==> src/rtl/reg_load_arbiter.sv <==
// Purpose: round-robin arbiter that shares the load ports of a register bank among requesters.
// Latency: grant is combinational in cycle N; load_o/data_o/err_o are registered and valid in cycle N+1.
// Backpressure: stall_i blocks new grants; a load pulse that is already registered still completes.
module reg_load_arbiter #(
  parameter int NUM_REQ  = 4,
  parameter int NUM_REGS = 2,
  parameter int DATA_W   = 8,
  parameter int SEL_W    = (NUM_REGS > 1) ? $clog2(NUM_REGS) : 1
) (
  input  logic                      clk_i,
  input  logic                      rst_ni,
  input  logic [NUM_REQ-1:0]        req_i,
  input  logic [NUM_REQ*SEL_W-1:0]  sel_i,
  input  logic [NUM_REQ*DATA_W-1:0] data_i,
  input  logic                      stall_i,
  output logic [NUM_REQ-1:0]        gnt_o,
  output logic [NUM_REGS-1:0]       load_o,
  output logic [DATA_W-1:0]         data_o,
  output logic                      err_o
);

  localparam int PTR_W = $clog2(NUM_REQ);

  // Requester that currently holds top priority.
  logic [PTR_W-1:0]    ptr_q;

  logic                gnt_vld;
  logic [PTR_W-1:0]    gnt_idx;
  logic [SEL_W-1:0]    gnt_sel;
  logic [DATA_W-1:0]   gnt_dat;
  logic                sel_ok;
  logic [NUM_REGS-1:0] sel_onehot;

  // Search from ptr upward with wrap; the first active request wins unless stalled.
  always_comb begin
    int cand;
    cand    = 0;
    gnt_vld = 1'b0;
    gnt_idx = '0;
    gnt_o   = '0;
    for (int i = 0; i < NUM_REQ; i++) begin
      cand = int'(ptr_q) + i;
      if (cand >= NUM_REQ) cand = cand - NUM_REQ;
      if (!gnt_vld && !stall_i && req_i[cand[PTR_W-1:0]]) begin
        gnt_vld = 1'b1;
        gnt_idx = cand[PTR_W-1:0];
      end
    end
    if (gnt_vld) gnt_o[gnt_idx] = 1'b1;
  end

  // Pick the winner's select and data, and decode the select into a load enable.
  always_comb begin
    gnt_sel    = sel_i[int'(gnt_idx)*SEL_W +: SEL_W];
    gnt_dat    = data_i[int'(gnt_idx)*DATA_W +: DATA_W];
    sel_ok     = (int'(gnt_sel) < NUM_REGS);
    sel_onehot = '0;
    for (int r = 0; r < NUM_REGS; r++) begin
      sel_onehot[r] = (int'(gnt_sel) == r);
    end
  end

  // Register the granted transfer; out-of-range selects raise err_o instead of a load.
  always_ff @(posedge clk_i or negedge rst_ni) begin
    if (!rst_ni) begin
      ptr_q  <= '0;
      load_o <= '0;
      data_o <= '0;
      err_o  <= 1'b0;
    end else begin
      load_o <= '0;
      err_o  <= 1'b0;
      if (gnt_vld) begin
        ptr_q  <= (gnt_idx == PTR_W'(NUM_REQ-1)) ? '0 : gnt_idx + 1'b1;
        data_o <= gnt_dat;
        if (sel_ok) load_o <= sel_onehot;
        else        err_o  <= 1'b1;
      end
    end
  end

endmodule

==> config.mk <==
export PLATFORM = sky130hd
export DESIGN_NAME = reg_load_arbiter
export DESIGN_NICKNAME = d
export VERILOG_FILES = /design/src/rtl/reg_load_arbiter.sv
export SDC_FILE = /design/constraint.sdc
export NUM_CORES = 1
export LEC_CHECK = 0
export BUFFER_PORTS_ARGS = -buffer_cell sky130_fd_sc_hd__buf_2
export CAP_MARGIN = 20
export CORE_MARGIN = 2
export CORE_UTILIZATION = 41
export CTS_CLUSTER_SIZE = 16
export DETAILED_ROUTE_END_ITERATION = 8
export GPL_TIMING_DRIVEN = 0
export MAX_ROUTING_LAYER = met4
export PLACE_DENSITY = 0.78
export SYNTH_ARGS = -nofsm -noshare
export SYNTH_HDL_FRONTEND = slang
export SYNTH_SLANG_ARGS = --single-unit
export TNS_END_PERCENT = 5
==> constraint.sdc <==
create_clock -name clk_i -period 2.2 [get_ports clk_i]
set_input_delay 0.33 -clock clk_i [delete_from_list [all_inputs] [get_ports clk_i]]
set_output_delay 0.33 -clock clk_i [all_outputs]
set_load 0.01 [all_outputs]
==> results of run 1 <==
-- layer usage --
| metal | GRT usage (%) | vias to the layer above | share of wire (%) |
|---|---|---|---|
| li1 | - | 468 | - |
| met1 | 25.3 | 458 | 40 |
| met2 | 37.6 | 43 | 51 |
| met3 | 4.55 | 4 | 7.2 |
| met4 | 9.72 | 0 | 1.4 |
| met5 | - | - | 0 |
-- cell families (layout without fill, tap and decap cells) --
kind of cell / Yosys count / count (layout)
simple gates: 31 / 31
compound gates: 25 / 25
flops: 12 / 12
buf+inv: 12 / 82
mux: 10 / 10
fa+ha+maj: 1 / 1
other cells: 1 / 1
-- per-stage QoR --
stage                     worst slack [ps]  power (mW)
final                                 41.0       0.933
after global routing                 -54.0       0.988
after CTS                             2.38       0.892
after detailed placement              -115       0.694
after global placement               -77.3       0.680
after floorplan                        263       0.556
-- placed cells by master (no fill, tap or decap), types with 2 or more instances in the layout --
master,Yosys,routed
nor2_1,16,16
dfrtp_1,12,12
inv_1,4,3
and2_1,2,2
or2b_1,2,2
clkbuf_1,3,2
clkbuf_4,0,3
buf_4,1,12
a221oi_2,8,8
nand2_1,10,10
a21oi_1,10,10
buf_2,0,56
mux2i_1,8,8
-- state kept, by name, indices dropped and copies added (netlist names) --
signal / count
data_o: 8
load_o: 2
ptr_q: 2
-- worst reg2reg max path, delay by kind of cell, from the launching register on --
family	cells	cell delay (ps)
flip-flops	1	380
buffers and inverters	3	360
AO/OA/AOI/OAI	1	170
multiplexers	1	310
AND/OR/NAND/NOR	3	770
-- layout make-up --
cell class / instances / share of cell area [%]
repair buffers: 69 / 29.2
plain buffers: 4 / 2.64
inverters: 5 / 2.36
multi-input cells: 68 / 37.8
flip-flops and latches: 12 / 22.6
well taps: 27 / 2.55
clock buffers: 4 / 2.74
-- final timing paths --
path,to,start,slack (ps)
setup / recovery,gnt_o[3],ptr_q[0],40
hold / removal,data_o[0],data_i[8],290
setup reg to reg,load_o[1],ptr_q[0],110
hold reg to reg,data_o[0],data_o[0],590
max in group asynchronous,ptr_q[1],rst_ni,1540
min in group asynchronous,data_o[3],rst_ni,450
-- power by group through the flow --
stage	combinational (mW)	sequential (mW)	clock [mW]
after detailed placement	0.384	0.310	0
final	0.439	0.309	0.185
after global placement	0.370	0.310	0
after floorplan	0.225	0.331	0
after CTS	0.398	0.308	0.186
after global routing	0.477	0.317	0.194
-- repair_timing --
item	4_1_cts	5_1_grt
setup buffers	4	8
gates resized for setup	4	4
endpoints found under the hold margin	12	0
gates cloned	0	0
pin swaps	2	3
hold buffers	1	0
setup endpoints to repair	4	4
==> out/qor.txt, run 1 <==
top-count cell post-synth: nor2_1
Initial Util: 43.7%
hold_ws: 290 ps
Hold Vio Cnt, Final: 0
clk_skew: 1.18 ps
outcome: complete, no violations
Sw Share: 35.7%
PwrDens: 703 nW/um^2
leading post-synthesis cells by cell area: dfrtp_1 35%, a221oi_2 14%, mux2i_1 9.2%, nor2_1 6.9%, a21oi_1 5.8%
CTS tree: done
GR Util All Layers: 22.2%
initial antenna violation count: 0
# Max-Cap Violations: 0
Final Max Slew Viols: 0
Chip Height: 50.0 um
WL/cell: 13.2 um
Vias/cell: 5.15
WHS Path Cells: 3
Crit-path slowest cell: or4_4
part of the power in the clock network: 19.9%
data required time of the worst path: 1870 ps
Worst VDD drop: 0.000468 V
CP max FO: 4
period utilization: 98.1%
Reg power frac: 33.1%
vias in the first global route: 905
post-synthesis compound-gate area fraction: 25.6%
TNS Setup: 0 ps
post-synthesis xor/xnor area fraction: 0%
P_leak: 0.685 nW
Netlist Area Pre-Place: 866 sq um
Synth cell types: 26
R2R cell count: 8
simple-gate portion of the synthesized area: 15.8%
relative slew slack: 57.1%
worst path buffer plus inverter count: 2
Routed Antenna Nets: 0
Layout Cell Area excl Fill: 1330 sq um
area leader, netlist: dfrtp_1
syn nets: 136
CP arrival: 1830 ps
Fmax: 463 MHz
layout cells sized above 1: 54.9%
Antenna Cells: 0
Crit. End Element: output pin
CTS root buf: clkbuf_4
I/O Pins: 58
Worst path top cell family by delay: simple AND/OR/NAND/NOR gates
synthesized flop and latch total: 12
async set-reset flop share out of synthesis: 100%
Rows: 16
Starting DRT DRC Count: 21
Main synth FF type: dfrtp_1
grt total ovfl: 0
Post-DP HPWL: 1830 um
clk_lat worst skew: 280 ps
Avg Cell Area, Syn: 9.41 sq um
core area: 1980 sq um
largest net degree at the start of global routing: 14
Setup Crit Path Kind: reg -> out
Layout Area Growth over Synthesis: 53.2%
Slew @ Worst Pin: 643 ps
Die ar.: 2500 sq um
placed insts: 175
yosys warns: 0
Post-synth EDFFs: 0
port bufs: 56
Finished Layout Cells: 189
Cell Area, Placed: 1180 sq um
Cells after Synth: 92
Residual DRC: 0
first-pass GRT wire length: 3980 um
RSZ-0062 raised after global routing: yes
final wirelength: 2490 um
sequential share of the synthesized area: 34.7%
crit-path max cell delay: 580 ps
largest family of logic cells by synthesized area: compound AO/OA/AOI/OAI gates
fin util: 66.9%
Pint: 0.599 mW
multi-input logic area: 502 sq um
via count: 973
CTS HTree Levels: 1
hold crit path type: in -> reg
CTS Buf Count: 3
detailed-router iteration count before antenna repair: 4
Stages on worst setup path: 7
Synth Area in Adders: 1.45%
Worst-path clk slew: 80 ps
clock buffer depth: 2
die span in x: 50.0 um
clock sink count: 12
crit path cell chain: or2b_1 -> nor2_1 -> or4_4 -> clkinv_8 -> ha_4 -> and2_1 -> buf_2
Placer Congestion: 0.765
FF+latch area: 300 sq um
Logic pwr share: 47.0%
final setup fails: 0
Fillers: 168
NetSw: 0.333 mW
min Tclk post-route: 2160 ps
Startpoint Class: register
most frequent cells after synthesis: 16 x nor2_1, 12 x dfrtp_1, 10 x a21oi_1, 10 x nand2_1
mux cell area share after synthesis: 12.3%
share of the synthesized area in the top cell type: 34.7%
Nets: 207
No activity file was read; power rests on OpenSTA's default activity.
==> run 2, diff against run 1 <==
SETUP_SLACK_MARGIN = 0.05   (was default)
==> out/qor.txt, run 2 (synthesis results as in run 1) <==
worst setup margin: -73.1 ps
part of the power in the clock network: 19.7%
Startpoint Class: register
clock sink count: 12
CTS Buf Count: 3
data required time of the worst path: 1870 ps
Post-DP HPWL: 1830 um
relative slew slack: 56.8%
Final Max Slew Viols: 0
crit path cell chain: or2b_1 -> nor2_1 -> or4_4 -> buf_8 -> clkinv_8 -> buf_8 -> ha_4 -> and2_1 -> buf_2
# Max-Cap Violations: 0
Die ar.: 2500 sq um
I/O Pins: 58
number of flip-flops under the largest register name: 8
CP max FO: 4
clock buffer depth: 2
Hold Vio Cnt, Final: 0
Worst VDD drop: 0.000468 V
Initial Util: 43.7%
R2R Path Start: ptr_q[0]
Crit-path slowest cell: or4_4
min Tclk post-route: 2270 ps
grt total ovfl: 0
placed insts: 175
period utilization: 103%
CTS root buf: clkbuf_4
port bufs: 56
P_leak: 0.684 nW
HP Start: data_i[8]
Crit. End Element: output pin
Rows: 16
detailed-router iteration count before antenna repair: 4
final wirelength: 2500 um
via count: 975
Pint: 0.594 mW
WHS Path Cells: 3
worst path buffer plus inverter count: 4
Nets: 205
Sw Share: 35.6%
NetSw: 0.329 mW
Layout Area Growth over Synthesis: 52.0%
Vias/cell: 5.21
clk_skew: 0.579 ps
Logic pwr share: 46.8%
clk_lat worst skew: 280 ps
largest net degree at the start of global routing: 13
biggest regs: data_o x8, load_o x2, ptr_q x2
die span in x: 50.0 um
R2R Setup Slk: 110 ps
GR Util All Layers: 22.8%
WHS Endpoint: data_o[0]
CTS HTree Levels: 1
R2R cell count: 9
hold crit path type: in -> reg
Worst-path clk slew: 80 ps
vias in the first global route: 938
CTS tree: done
final setup fails: 4
reg-to-reg endpoint: load_o[1]
outcome: finished with violations
core area: 1980 sq um
Top reg by flops: data_o
Slew @ Worst Pin: 649 ps
Setup Crit Path Kind: reg -> out
Chip Height: 50.0 um
most common cell after layout, fill and taps aside: buf_2
Placer Congestion: 0.765
Routed Antenna Nets: 0
WL/cell: 13.3 um
Residual DRC: 0
Antenna Cells: 0
Fmax: 440 MHz
failing checks: negative setup slack
CP arrival: 1940 ps
Fillers: 165
critical path's most frequent cell: buf_8
crit-path max cell delay: 510 ps
Starting DRT DRC Count: 10
first-pass GRT wire length: 4090 um
RSZ-0062 raised after global routing: yes
Reg power frac: 33.5%
initial antenna violation count: 0
PwrDens: 701 nW/um^2
Worst path top cell family by delay: simple AND/OR/NAND/NOR gates
pre-CTS setup slack: -115 ps
layout cells sized above 1: 53.1%
Finished Layout Cells: 187
most frequent cells in the layout: 56 x buf_2, 16 x nor2_1, 12 x dfrtp_1
run 2: cell count changes in the layout (fill, tap and decap cells not counted):
| cell | previous run | this run |
|---|---|---|
| buf_4 | 12 | 8 |
| a211o_1 | 0 | 1 |
| a211o_4 | 1 | 0 |
| buf_8 | 1 | 2 |
| clkbuf_8 | 1 | 2 |
| inv_1 | 3 | 4 |
| inv_2 | 1 | 0 |
run 2: area by class of cell:
class | instances | area, sq um | area share (%)
tap | 27 | 33.8 | 2.57
sequential | 12 | 300 | 22.8
multi-input combinational | 68 | 493 | 37.5
timing repair buffer | 64 | 343 | 26.0
inverter | 5 | 31.3 | 2.38
clock buffer | 4 | 36.3 | 2.76
buffer | 7 | 78.8 | 5.99
run 2: power by group through the flow:
stage	combinational, mW	sequential [mW]	clock, mW
after floorplan	0.225	0.331	0
after CTS	0.419	0.308	0.186
after detailed placement	0.384	0.310	0
final	0.432	0.309	0.182
after global routing	0.470	0.316	0.194
after global placement	0.370	0.310	0
run 2: stage by stage:
| stage | utilization, % | area (sq um) | setup TNS, ps | power (mW) | hold slack [ps] |
|---|---|---|---|---|---|
| 2_1_floorplan | - | 866 | 0 | 0.556 | 34.4 |
| 3_3_place_gp | 59.5 | 1180 | -77.3 | 0.680 | 220 |
| 3_5_place_dp | 59.5 | 1180 | -115 | 0.694 | 222 |
| 4_1_cts | 65.3 | 1290 | -361 | 0.913 | 288 |
| 5_1_grt | 66.4 | 1320 | -621 | 0.980 | 298 |
| 6_report | 66.4 | 1320 | -199 | 0.923 | 293 |
run 2: worst min-delay path, delay by kind of cell:
family	cells	cell delay (ps)
buffers and inverters	1	90
AND/OR/NAND/NOR	1	60
AO/OA/AOI/OAI	1	50
run 2: what timing repair did:
action                     in CTS  in global routing
buffers inserted                4                  3
hold buffers                    1                  0
gates resized for setup         8                  0
hold endpoints to repair       12                  0
setup endpoints to repair       4                 11
pin swaps                       2                  5
run 2: how the worst max path moves through the flow:
stage	start	end	slack (ps)	cells past startpoint
3_5_place_dp	req_i[0]	gnt_o[3]	-120	9
2_1_floorplan	req_i[0]	gnt_o[3]	260	8
4_1_cts	ptr_q[0]	gnt_o[3]	-120	9
3_3_place_gp	req_i[0]	gnt_o[3]	-80	9
6_report	ptr_q[0]	gnt_o[3]	-70	9
5_1_grt	ptr_q[0]	gnt_o[3]	-180	9
run 2: routing by layer:
| layer | global-route usage, % | wire, um | vias up |
|---|---|---|---|
| li1 | - | - | 464 |
| met4 | 9.72 | 34 | 0 |
| met5 | - | 0 | - |
| met1 | 25.9 | 980 | 455 |
| met2 | 38.9 | 1280 | 52 |
| met3 | 4.55 | 201 | 4 |
==> run 3, diff against run 2 <==
BUFFER_PORTS_ARGS = default   (was -buffer_cell sky130_fd_sc_hd__buf_2)
CORE_UTILIZATION = 45   (was 41)
CTS_BUF_LIST = sky130_fd_sc_hd__clkbuf_4   (was default)
DONT_BUFFER_PORTS = 1   (was default)
PLACE_DENSITY = 0.59   (was 0.78)
==> out/qor.txt, run 3 (synthesis results as in run 1) <==
outcome: complete, no violations
Crit-path slowest cell: or4_4
RSZ-0062 raised after global routing: yes
core area: 1760 sq um
port bufs: 0
Post-DP HPWL: 1610 um
Die ar.: 2290 sq um
I/O Pins: 58
WHS Endpoint: data_o[4]
R2R Setup Slk: 120 ps
detailed-router iteration count before antenna repair: 4
first-pass GRT wire length: 3200 um
clock buffer depth: 2
crit-path max cell delay: 510 ps
GR Util All Layers: 21.7%
most frequent cells in the layout: 15 x nor2_1, 11 x dfrtp_1, 10 x nand2_1
biggest regs: data_o x8, load_o x2, ptr_q x2
vias in the first global route: 668
Crit. End Element: output pin
Cell Area, Placed: 897 sq um
R2R cell count: 9
Routed Antenna Nets: 0
largest net degree at the start of global routing: 13
relative slew slack: 54.0%
Slew @ Worst Pin: 691 ps
Worst VDD drop: 0.000406 V
Startpoint Class: register
Antenna Cells: 0
CTS Buf Count: 3
CTS HTree Levels: 1
Fmax: 472 MHz
final wirelength: 2230 um
final setup fails: 0
fin util: 57.4%
Starting DRT DRC Count: 7
Rows: 15
TNS Setup: 0 ps
clock sink count: 12
CP max FO: 9
Initial Util: 49.1%
data required time of the worst path: 1870 ps
min Tclk post-route: 2120 ps
CTS tree: done
WHS Path Cells: 2
P_leak: 0.443 nW
total power: 0.794 mW
Hold Vio Cnt, Final: 0
CP arrival: 1790 ps
crit path cell chain: or2b_1 -> nor2_1 -> or4_4 -> buf_8 -> buf_4 -> nor2_4
Layout Cell Area excl Fill: 1010 sq um
HP Start: data_i[12]
number of flip-flops under the largest register name: 8
reg-to-reg endpoint: load_o[1]
clk_skew: 6.70 ps
# Max-Cap Violations: 0
Fillers: 165
die span in x: 47.9 um
pre-CTS setup slack: 36.5 ps
Final Max Slew Viols: 0
R2R Path Start: ptr_q[0]
via count: 729
Worst-path clk slew: 80 ps
Placer Congestion: 0.761
Residual DRC: 0
Layout Area Growth over Synthesis: 17.1%
period utilization: 96.2%
layout cells sized above 1: 29.7%
CTS root buf: clkbuf_4
most common cell after layout, fill and taps aside: nor2_1
grt total ovfl: 0
Setup Crit Path Kind: reg -> out
initial antenna violation count: 0
worst setup margin: 83.5 ps
Nets: 147
Chip Height: 47.9 um
WL/cell: 17.7 um
PwrDens: 783 nW/um^2
Top reg by flops: data_o
clk_lat worst skew: 270 ps
Vias/cell: 5.79
hold crit path type: in -> reg
==> run 3: worst max-delay path by stage <==
stage	start	end	slack, ps	cells after the start
4_1_cts	ptr_q[1]	gnt_o[2]	50	6
6_report	ptr_q[0]	gnt_o[2]	80	6
3_3_place_gp	ptr_q[0]	gnt_o[3]	40	7
5_1_grt	ptr_q[1]	gnt_o[3]	20	7
2_1_floorplan	req_i[0]	gnt_o[3]	260	8
3_5_place_dp	ptr_q[0]	gnt_o[3]	40	7
==> run 3: routing by layer <==
layer	GRT usage [%]	wire [um]	vias up
met5	-	0	-
met4	6.49	21	0
met3	6.04	127	2
met2	33.1	1150	30
met1	28.1	934	351
li1	-	-	346
==> run 3: stage by stage <==
step	cells	hold slack, ps
after floorplan	92	34.4
after global placement	117	34.8
after detailed placement	117	34.7
after CTS	125	194
after global routing	126	202
final	126	198
==> run 3: critical path, delay by kind of cell (launching register included) <==
family	cells	cell delay [ps]
simple gates	4	810
buf+inv	2	330
flops	1	380
==> run 3: where the power goes <==
group,switching (mW),internal (mW)
Clock,0.0741,0.0633
Combinational,0.159,0.157
Sequential,0.0645,0.276
==> run 3: timing repair <==
action | 4_1_cts | 5_1_grt
gates resized for setup | 7 | 5
pin swaps | 1 | 2
hold buffers | 1 | 0
setup endpoints to repair | 3 | 4
hold endpoints to repair | 12 | 0
setup buffers | 5 | 1
gates cloned | 0 | 0
==> run 3: area by class of cell <==
| class | instances | area (sq um) | area share [%] |
|---|---|---|---|
| sequential | 12 | 302 | 29.8 |
| multi-input combinational | 68 | 494 | 48.8 |
| clock buffer | 3 | 22.5 | 2.22 |
| timing repair buffer | 7 | 67.6 | 6.67 |
| tap | 25 | 31.3 | 3.09 |
| inverter | 5 | 31.3 | 3.09 |
| buffer | 6 | 65.1 | 6.42 |
